### src/rtl/i2c_pkg.sv
// i2c_pkg: shared byte width, byte type and default FIFO depth for the I2C RX/TX paths
package i2c_pkg;
  localparam int I2C_BYTE_W = 8;
  localparam int I2C_FIFO_DEPTH = 16;
  typedef logic [I2C_BYTE_W-1:0] i2c_byte_t;
endpackage

### src/rtl/i2c_fifo_mem.sv
// i2c_fifo_mem: DEPTH x byte register array, one synchronous write port, one async read port
// Ports: clk; we_i/waddr_i/wdata_i write port; raddr_i/rdata_o combinational read of the head entry.
// Contents are deliberately not reset.
module i2c_fifo_mem import i2c_pkg::*; #(
  parameter int DEPTH = I2C_FIFO_DEPTH
) (
  input  logic                     clk,
  input  logic                     we_i,
  input  logic [$clog2(DEPTH)-1:0] waddr_i,
  input  i2c_byte_t                wdata_i,
  input  logic [$clog2(DEPTH)-1:0] raddr_i,
  output i2c_byte_t                rdata_o
);
  i2c_byte_t mem_q [DEPTH];
  always_ff @(posedge clk)
    if (we_i) mem_q[waddr_i] <= wdata_i;
  assign rdata_o = mem_q[raddr_i];
endmodule

### src/rtl/i2c_rx_buffer.sv
// i2c_rx_buffer: FWFT byte FIFO capturing one byte per rising edge of the slave's data_valid
// Ports: clk, reset (sync, active-low); rx_data/rx_valid from the slave;
//   rd_data/rd_valid/rd_ready host read port (pop on rd_valid & rd_ready);
//   level/full fill status; overflow sticky drop flag cleared by ovf_clr;
//   almost_full (level >= AF_THRESH) present only when I2C_RX_ALMOST_FULL_EN is defined.
module i2c_rx_buffer import i2c_pkg::*; #(
  parameter int DEPTH = I2C_FIFO_DEPTH
`ifdef I2C_RX_ALMOST_FULL_EN
  , parameter int AF_THRESH = 12
`endif
) (
  input  logic                       clk,
  input  logic                       reset,
  input  i2c_byte_t                  rx_data,
  input  logic                       rx_valid,
  output i2c_byte_t                  rd_data,
  output logic                       rd_valid,
  input  logic                       rd_ready,
  output logic [$clog2(DEPTH+1)-1:0] level,
  output logic                       full,
  output logic                       overflow,
`ifdef I2C_RX_ALMOST_FULL_EN
  output logic                       almost_full,
`endif
  input  logic                       ovf_clr
);
  localparam int PW = $clog2(DEPTH);
  localparam int LW = $clog2(DEPTH+1);
  logic [PW-1:0] wr_ptr_q, wr_ptr_d, rd_ptr_q, rd_ptr_d;
  logic [LW-1:0] level_q, level_d;
  logic          rx_valid_q, overflow_q, overflow_d;
  logic          push, pop, wr_en, drop;
  i2c_byte_t     head;
  i2c_fifo_mem #(.DEPTH(DEPTH)) u_mem (
    .clk     (clk),
    .we_i    (wr_en),
    .waddr_i (wr_ptr_q),
    .wdata_i (rx_data),
    .raddr_i (rd_ptr_q),
    .rdata_o (head)
  );
  assign rd_valid = level_q != '0;
  assign full     = level_q == LW'(DEPTH);
  assign rd_data  = rd_valid ? head : '0;
  assign level    = level_q;
  assign overflow = overflow_q;
  always_comb begin
    push       = rx_valid & ~rx_valid_q;
    pop        = rd_valid & rd_ready;
    // a pop in the same cycle frees the slot, so a push into a full FIFO still lands
    wr_en      = push & (~full | pop);
    drop       = push & full & ~pop;
    wr_ptr_d   = wr_en ? wr_ptr_q + PW'(1) : wr_ptr_q;
    rd_ptr_d   = pop ? rd_ptr_q + PW'(1) : rd_ptr_q;
    level_d    = level_q + LW'(wr_en) - LW'(pop);
    overflow_d = drop | (overflow_q & ~ovf_clr);
  end
  always_ff @(posedge clk) begin
    // edge detector follows rx_valid even in reset so a held level never pushes on release
    rx_valid_q <= rx_valid;
    if (!reset) begin
      wr_ptr_q   <= '0;
      rd_ptr_q   <= '0;
      level_q    <= '0;
      overflow_q <= 1'b0;
    end else begin
      wr_ptr_q   <= wr_ptr_d;
      rd_ptr_q   <= rd_ptr_d;
      level_q    <= level_d;
      overflow_q <= overflow_d;
    end
  end
`ifdef I2C_RX_ALMOST_FULL_EN
  logic almost_full_q;
  always_ff @(posedge clk)
    almost_full_q <= reset ? (level_d >= LW'(AF_THRESH)) : 1'b0;
  assign almost_full = almost_full_q;
`endif
endmodule
### config.mk
export PLATFORM = sky130hd
export DESIGN_NAME = i2c_rx_buffer
export DESIGN_NICKNAME = d
export VERILOG_FILES = /design/src/rtl/i2c_pkg.sv /design/src/rtl/i2c_fifo_mem.sv /design/src/rtl/i2c_rx_buffer.sv
export SDC_FILE = /design/constraint.sdc
export NUM_CORES = 1
export LEC_CHECK = 0
export CAP_MARGIN = 0
export CELL_PAD_IN_SITES_DETAIL_PLACEMENT = 0
export CELL_PAD_IN_SITES_GLOBAL_PLACEMENT = 1
export CORE_MARGIN = 4
export CORE_UTILIZATION = 58
export CTS_BUF_LIST = sky130_fd_sc_hd__clkbuf_4 sky130_fd_sc_hd__clkbuf_8
export CTS_CLUSTER_DIAMETER = 100
export DETAILED_ROUTE_END_ITERATION = 12
export PLACE_DENSITY_LB_ADDON = 0.2
export SYNTH_ARGS = -nofsm -noshare
export SYNTH_HDL_FRONTEND = slang
export SYNTH_HIERARCHICAL = 1
export SYNTH_SLANG_ARGS = --single-unit
### constraint.sdc
create_clock -name clk -period 7.48 [get_ports clk]
set_input_delay 0.748 -clock clk [delete_from_list [all_inputs] [get_ports clk]]
set_output_delay 0.748 -clock clk [all_outputs]
set_load 0.02 [all_outputs]
# Yosys cells after proc, flatten, opt, wreduce, memory -nomap -nowiden
# Memory sizes are Yosys's and may differ from the RTL's. A register that Yosys moved wholly into a read port is not among the register bits.
# Cells that the tools add are included.
dict set report classes {
  bitwise 12
  n_lt_le_gt_ge 0
  n_eq_ne 1
  shifts 0
  n_div 0
  mux 5
  multipliers 0
  n_reduce_logical 1
  n_addsub 4
}
# cell n
set op_table {}
lappend op_table {{adder 4 x 1 -> 4 bit (second input constant)} 2}
lappend op_table {{2-to-1 mux 4 bit} 2}
lappend op_table {{2-to-1 mux 8 bit} 1}
lappend op_table {{bitwise AND 1 bit} 6}
lappend op_table {{adder 5 x 1 -> 5 bit} 1}
lappend op_table {{equality test 5 bit (second input constant)} 1}
lappend op_table {{nonzero test 5 bit} 1}
lappend op_table {{subtractor 5 x 1 -> 5 bit} 1}
lappend op_table {{inverter 1 bit} 4}
lappend op_table {{2-to-1 mux 1 bit} 2}
lappend op_table {{OR 1 bit} 2}
dict set report totals {
  mem_bits_rw 128
  latch_bits 0
  ff_bits 15
  output_inout_bits 16
  in_bits 13
  romBits 0
  memories 1
}
# memory depth word_bits rd rd_clocked_by_memory_dff write_ports line_no
set mem_list {}
lappend mem_list {u_mem.mem_q 16 8 1 1 1 i2c_fifo_mem.sv:14} ;# i2c_byte_t mem_q [DEPTH];

# Depth between registers and ports, before layout
# Gate-level depths: netlist (run 1).
dict set report depth {
  word_depth 6
  ltp_mapped 14
}

# By module
# Netlist (run 1), hierarchy kept.
# mod cells_each seq_area_each_um2 area_each_um2 instances
set by_module_without_submodules {}
lappend by_module_without_submodules {i2c_fifo_mem 221 3843.7 4987.3 1}
lappend by_module_without_submodules {i2c_rx_buffer 92 300.3 848.3 1}

# Worst setup path after synthesis (run 1)
# No wires, ideal clock.
dict set report synth_path {
  path_type {register -> register}
  start {register level_q[3] (netlist: level[3])}
  end {register level_q[4] (netlist: level[4])}
  setup_slack_ns 4.671
  synth_period_minus_slack_ns 2.809
  setup_time_ns 0.116
  arrival_time_ns 2.693
  n_path_buf 0
  stages_incl_launch_ff 15
  path_cell_list {dfxtp_1 inv_1 ha_1 or4b_4 nand2_2 inv_1 ha_1 inv_1 ha_1 inv_1 fa_1 nand2b_1 a21oi_1 o21ai_0 and3b_1}
}
dict set report synth_via {
  elab_chain_cells 6
  elab_cells_between_ends 8
  cone_classes {2 x add/sub; 1 x eq/ne; 4 x bitwise; 1 x reduce/logical}
}
# item line_no
set synth_rtl {}
lappend synth_rtl {{from (decl)} i2c_rx_buffer.sv:30} ;# logic [LW-1:0] level_q, level_d;
lappend synth_rtl {{from (signal assigned)} i2c_rx_buffer.sv:69} ;# level_q <= level_d;
lappend synth_rtl {{nonzero test 5 bit (*)} i2c_rx_buffer.sv:42} ;# assign rd_valid = level_q != '0;
lappend synth_rtl {{bitwise AND 1 bit (*)} i2c_rx_buffer.sv:49} ;# pop = rd_valid & rd_ready;
lappend synth_rtl {{named net pop} i2c_rx_buffer.sv:32} ;# logic push, pop, wr_en, drop;
lappend synth_rtl {{OR 1 bit} i2c_rx_buffer.sv:51} ;# wr_en = push & (~full | pop);
lappend synth_rtl {{bitwise AND 1 bit} i2c_rx_buffer.sv:51}
lappend synth_rtl {{adder 5 x 1 -> 5 bit} i2c_rx_buffer.sv:55} ;# level_d = level_q + LW'(wr_en) - LW'(pop);
lappend synth_rtl {{subtractor 5 x 1 -> 5 bit (*)} i2c_rx_buffer.sv:55}
# The timed path passes the listed nets; every way through them passes the cells marked *.
# A chain may end at the register's enable or synchronous reset.

==> results.cfg, run 1 <==
[outcome]
status = complete, no violations

[timing]
maxSlewViolCount = 0
rsz0062_at_grt = no
skew_ns = 0.00800
max_slew.worst_pin.slew_ns = 1.25
hold_viol_final = 0
fmax_mhz = 270
setup_violations = 0
relSlewSlack_pct = 16.2
fin_crit_ns = 3.70
fin_setup_tns_ns = 0
fin_crit_sh_pct = 49.4

[pwr]
irDropWorstVdd_uv = 193
powerDensity_nw_per_um2 = 306
p_total_uw = 2020
p_leak_uw = 0.00215

[final_layout]
antenna_cells = 0
nets = 375
finish.instance_area_um2 = 6580
nFillCells = 663
instances_no_fill = 499
syn_to_final_growth_pct = 12.8
fin_util_pct = 67.3
drive_above_1_share_pct = 16.4

[global_routing]
grt_max_degree = 36
grt-ovfl-total = 0
grt_usage_pct = 20.2
grt_antenna_before_repair = 0
grt_pass1_wl_mm = 16.9
grt_pass1_vias = 3001

[clock_tree]
clock_latency_ns = 0.43
cts_tree = yes
root_buffer = clkbuf_8
clk_path_buf_depth = 2
post_cts_resized = 0
cts_made_buffers = 17
cts_hold_buf = 0
clkTransAtPathRegs_ns = 0.08
cts_sinks = 143
h-tree-depth = 4
postCtsSetupBuffers = 0

[synth]
async_flop_share_pct = 0
synthTopCellsByCount = edfxtp_1, mux4_2, a22oi_1, and2_1, dfxtp_1
synthTopCellsByArea = edfxtp_1, mux4_2, mux4_1, dfxtp_1, a22oi_1
syn-cell-area_um2 = 5840
syn_inst = 313
synth_warnings = 6
netlist.area_leader.share_pct = 65.9
synth.avg_cell_area_um2 = 18.6
yosys.area.top_type = edfxtp_1
ys_types = 39
ys_ff_latch = 143
syn-num-nets = 335
ys_seq_area_share_pct = 71.0
synth_ff_type = edfxtp_1
synth-edff-count = 128
yosysMostFrequentCell = edfxtp_1

[worst_setup_path]
critPathSlowestCell = dfxtp_1
path_max_fanout = 23
slowest_delay_ns = 0.70
cp-end-kind = primary output
path_delay_family = buffers and inverters
start_kind = flop
path_class = flop to primary output
crit_buf_inv = 2
crit_arrival_ns = 2.95
required_ns = 6.73
cp_cell_sequence = buf_4, mux4_1, a22oi_1, nand2_1, and2_1, clkdlybuf4s50_1

[placed_design]
placed_cell_area_um2 = 6230
dp.final_hpwl_mm = 6.84
numPlacedInstances = 467
gp_congestion = 0.761
port_buffers = 28

[routing]
drc = 0
vias = 2909
wirelength_mm = 10.7
vias_per_cell = 5.83
wl_per_cell_um = 21.4
first_pass_iters = 4
ant_nets = 0
drt-initial-drc-count = 249

[floorplanning]
die_y_um = 108
ioPinCount = 29
rows = 36
coreArea_um2 = 9770
die_area_um2 = 11700
die_x_um = 108
initial_core_util_pct = 59.7

[job]
cap_violations = 0

[worst_hold_path]
hold_path.class = flop to flop
[where the power goes]
group	internal (uW)	total, uW	switching (uW)
combinational	279	548	269
clock	239	542	303
sequential	894	926	32.5
total	1410	2020	604
[routing by layer]
| layer | track usage (%) | vias to the layer above | share of wire [%] |
|---|---|---|---|
| met1 | 28.4 | 1495 | 44 |
| li1 | - | 1334 | - |
| met3 | 4.72 | 12 | 4.5 |
| met5 | 0 | - | 0 |
| met4 | 6.76 | 0 | 1.7 |
| met2 | 31.7 | 68 | 50 |
[metrics by stage]
stage	hold slack [ns]	setup slack [ns]
floorplan	0.486	4.67
global placement	0.514	3.96
CTS	0.540	3.69
detailed placement	0.524	3.85
finish	0.550	3.78
global route	0.587	3.56
[logic make-up after synthesis]
kind of cell,Yosys count,share of synthesized area (%)
adder cells (fa/ha/maj),9,2.06
AO/OA/AOI/OAI,28,3.77
buffers and inverters,24,2.40
XOR/XNOR,6,0.901
AND/OR/NAND/NOR,71,6.60
multiplexers,32,13.3
flip-flops,143,71.0
[worst min-delay path: cells and delay by family (launching register included)]
| family | cells | cell delay, ns |
|---|---|---|
| flip-flops | 1 | 0.36 |
| AO/OA/AOI/OAI | 2 | 0.15 |
[registers in the layout (all words and copies together), names as in the netlist]
| name | cells |
|---|---|
| wr_ptr_q | 4 |
| rx_valid_q | 1 |
| rd_ptr_q | 4 |
| overflow | 1 |
| u_mem/mem_q | 128 |
| level | 5 |
[final timing paths]
path               start           to  slack [ns]  cells past startpoint
max          rd_ptr_q[1]   rd_data[5]        3.78                      6
min          wr_ptr_q[3]  wr_ptr_q[3]        0.55                      2
max reg2reg     level[3]     level[4]        4.44                     14
min reg2reg  wr_ptr_q[3]  wr_ptr_q[3]        0.55                      2
[cell usage in the layout (no fill, tap or decap), types with 2 or more instances in the layout]
master / netlist / routed
nor3_1: 6 / 6
inv_8: 0 / 2
clkbuf_8: 0 / 17
nand3_1: 6 / 6
ha_1: 8 / 8
clkdlybuf4s50_1: 0 / 28
and2b_1: 2 / 2
dfxtp_1: 15 / 14
o21ai_0: 3 / 3
edfxtp_1: 128 / 128
mux4_2: 18 / 18
xnor2_1: 5 / 5
nand2_1: 12 / 12
and2_1: 16 / 16
a22oi_1: 16 / 16
and3_1: 2 / 2
inv_6: 0 / 6
mux4_1: 14 / 14
inv_1: 12 / 12
a21oi_1: 2 / 2
nand3b_1: 2 / 2
nand2b_1: 5 / 5
nor2b_1: 2 / 2
clkinv_2: 0 / 2
nor2_1: 13 / 13
buf_4: 1 / 5
clkinv_4: 0 / 3
[final cells by class]
cell class                      instances  area [um2]  area share (%)
Tap cell                              133         166            2.53
Clock inverter                         15         123            1.86
Inverter                               12        45.0           0.684
Sequential cell                       143        4150            63.0
Clock buffer                           17         234            3.55
Timing Repair Buffer                   33         318            4.83
Multi-Input combinational cell        146        1550            23.6
(Power assumes the default switching activity.)
==> run 2: changes to the inputs <==
--- a/config.mk
+++ b/config.mk
@@ -9,7 +9,7 @@
 export CELL_PAD_IN_SITES_DETAIL_PLACEMENT = 0
 export CELL_PAD_IN_SITES_GLOBAL_PLACEMENT = 1
 export CORE_MARGIN = 4
-export CORE_UTILIZATION = 58
+export CORE_UTILIZATION = 54
 export CTS_BUF_LIST = sky130_fd_sc_hd__clkbuf_4 sky130_fd_sc_hd__clkbuf_8
 export CTS_CLUSTER_DIAMETER = 100
 export DETAILED_ROUTE_END_ITERATION = 12
==> constraint.sdc (replaced) <==
create_clock -name clk -period 3.5 [get_ports clk]
set_input_delay 0.35 -clock clk [delete_from_list [all_inputs] [get_ports clk]]
set_output_delay 0.35 -clock clk [all_outputs]
set_load 0.02 [all_outputs]
==> run 2 against run 1 <==
Effect of this change:
- non-clock buffer count is 11 higher
- count of clock-buffer cells in the layout unchanged
- first-iteration DRC count shrank 10%
- total power grew 120%
- via count grew 0.69%
==> results.cfg, run 2 (same netlist as run 1, synthesis figures left out) <==
[final_layout]
finish.instance_area_um2 = 6720
layout_commonest_cell = edfxtp_1
drive_above_1_share_pct = 19.1
largest_register = u_mem/mem_q
syn_to_final_growth_pct = 15.2
largest_register_ffs = 128
nets = 386
final_cell_mix = edfxtp_1, clkdlybuf4s50_1, mux4_2
antenna_cells = 0
instances_no_fill = 513

[placed_design]
numPlacedInstances = 481
placed_cell_area_um2 = 6320
gp_congestion = 0.738
port_buffers = 28
dp.final_hpwl_mm = 7.03

[worst_setup_path]
crit_arrival_ns = 2.90
path_max_fanout = 9
cp-end-kind = primary output
worstReg2RegStart = level[3]
path_class = flop to primary output
start_kind = flop
crit_path_start = rd_ptr_q[0]
required_ns = 3.15

[floorplanning]
initial_core_util_pct = 56.0
coreArea_um2 = 10400
rows = 37
die_y_um = 112
die_x_um = 112
ioPinCount = 29
die_area_um2 = 12500

[timing]
hold_ws_ns = 0.400
max_slew.worst_pin.slew_ns = 0.876
maxSlewViolCount = 0
fin_setup_tns_ns = 0
relSlewSlack_pct = 41.4
fin_crit_sh_pct = 92.8
fmax_mhz = 308
hold_viol_final = 0
rsz0062_at_grt = no
skew_ns = 0.0167
fin_crit_ns = 3.25
setup_violations = 0

[global_routing]
grt_max_degree = 36
grt_pass1_wl_mm = 17.3
grt_usage_pct = 18.4
grt_pass1_vias = 2997
grt-ovfl-total = 0
grt_antenna_before_repair = 0

[job]
cap_violations = 0

[routing]
vias_per_cell = 5.71
first_pass_iters = 5
drt-initial-drc-count = 223
vias = 2929
ant_nets = 0
drc = 0
wl_per_cell_um = 21.2
wirelength_mm = 10.9

[clock_tree]
clk_path_buf_depth = 2
clkTransAtPathRegs_ns = 0.09
cts_made_buffers = 17
cts_hold_buf = 0
post_cts_resized = 0
clock_latency_ns = 0.43
cts_sinks = 143
postCtsSetupBuffers = 0
root_buffer = clkbuf_8
cts_tree = yes
h-tree-depth = 4

[worst_hold_path]
hold_path.class = primary input to flop
hold_start = rx_valid

[pwr]
swShare_pct = 30.0
irDropWorstVdd_uv = 341
powerDensity_nw_per_um2 = 665
p_int_uw = 3130
p_total_uw = 4470
p_switching_uw = 1340
p_leak_uw = 0.00224
pwr-share-clk_pct = 29.0
power_frac_comb_pct = 26.5
seqPwrFrac_pct = 44.5

[outcome]
status = complete, no violations
==> run 2: power by group through the flow <==
| stage | sequential, uW | combinational, uW | clock (uW) |
|---|---|---|---|
| after global routing | 2000 | 1280 | 1400 |
| after global placement | 2030 | 1190 | 0 |
| final | 1990 | 1180 | 1300 |
| after floorplan | 2030 | 801 | 0 |
| after CTS | 1990 | 1210 | 1320 |
| after detailed placement | 2030 | 1210 | 0 |
==> run 2: metrics by stage <==
stage                     util, %  setup slack (ns)
after floorplan                 -             0.691
after global routing         64.6            0.0135
after detailed placement     60.7             0.323
final                        64.6             0.250
after CTS                    64.6             0.181
after global placement       60.7             0.375
==> run 2: area by class of cell <==
class / instances / area [um2]
sequential: 143 / 4150
clock inverter: 15 / 165
inverter: 12 / 45.0
clock buffer: 17 / 234
timing repair buffer: 44 / 413
multi-input combinational: 146 / 1550
tap: 136 / 170
fill: 740 / 3690
==> run 2: path summary, 6_finish.rpt <==
path	cells after the start	slack, ns	endpoint
max	6	0.25	rd_data[5]
max reg2reg	14	0.49	level[4]
min reg2reg	2	0.56	wr_ptr_q[3]
min	1	0.40	rx_valid_q
==> run 2: critical path, stage by stage, from the launching register on <==
cell and delay, ns:
dfxtp_2 0.54, buf_4 0.28, mux4_1 0.56, a22oi_1 0.32
nand2_1 0.08, and2_1 0.17, clkdlybuf4s50_1 0.54
==> run 2: routing by layer <==
metal | vias to the layer above | global-route usage [%] | part of all wire, %
met5 | - | 0 | 0
met4 | 0 | 5.85 | 0.71
met3 | 4 | 4.35 | 5.8
met2 | 84 | 27.9 | 49
met1 | 1486 | 26.8 | 44
li1 | 1355 | - | -
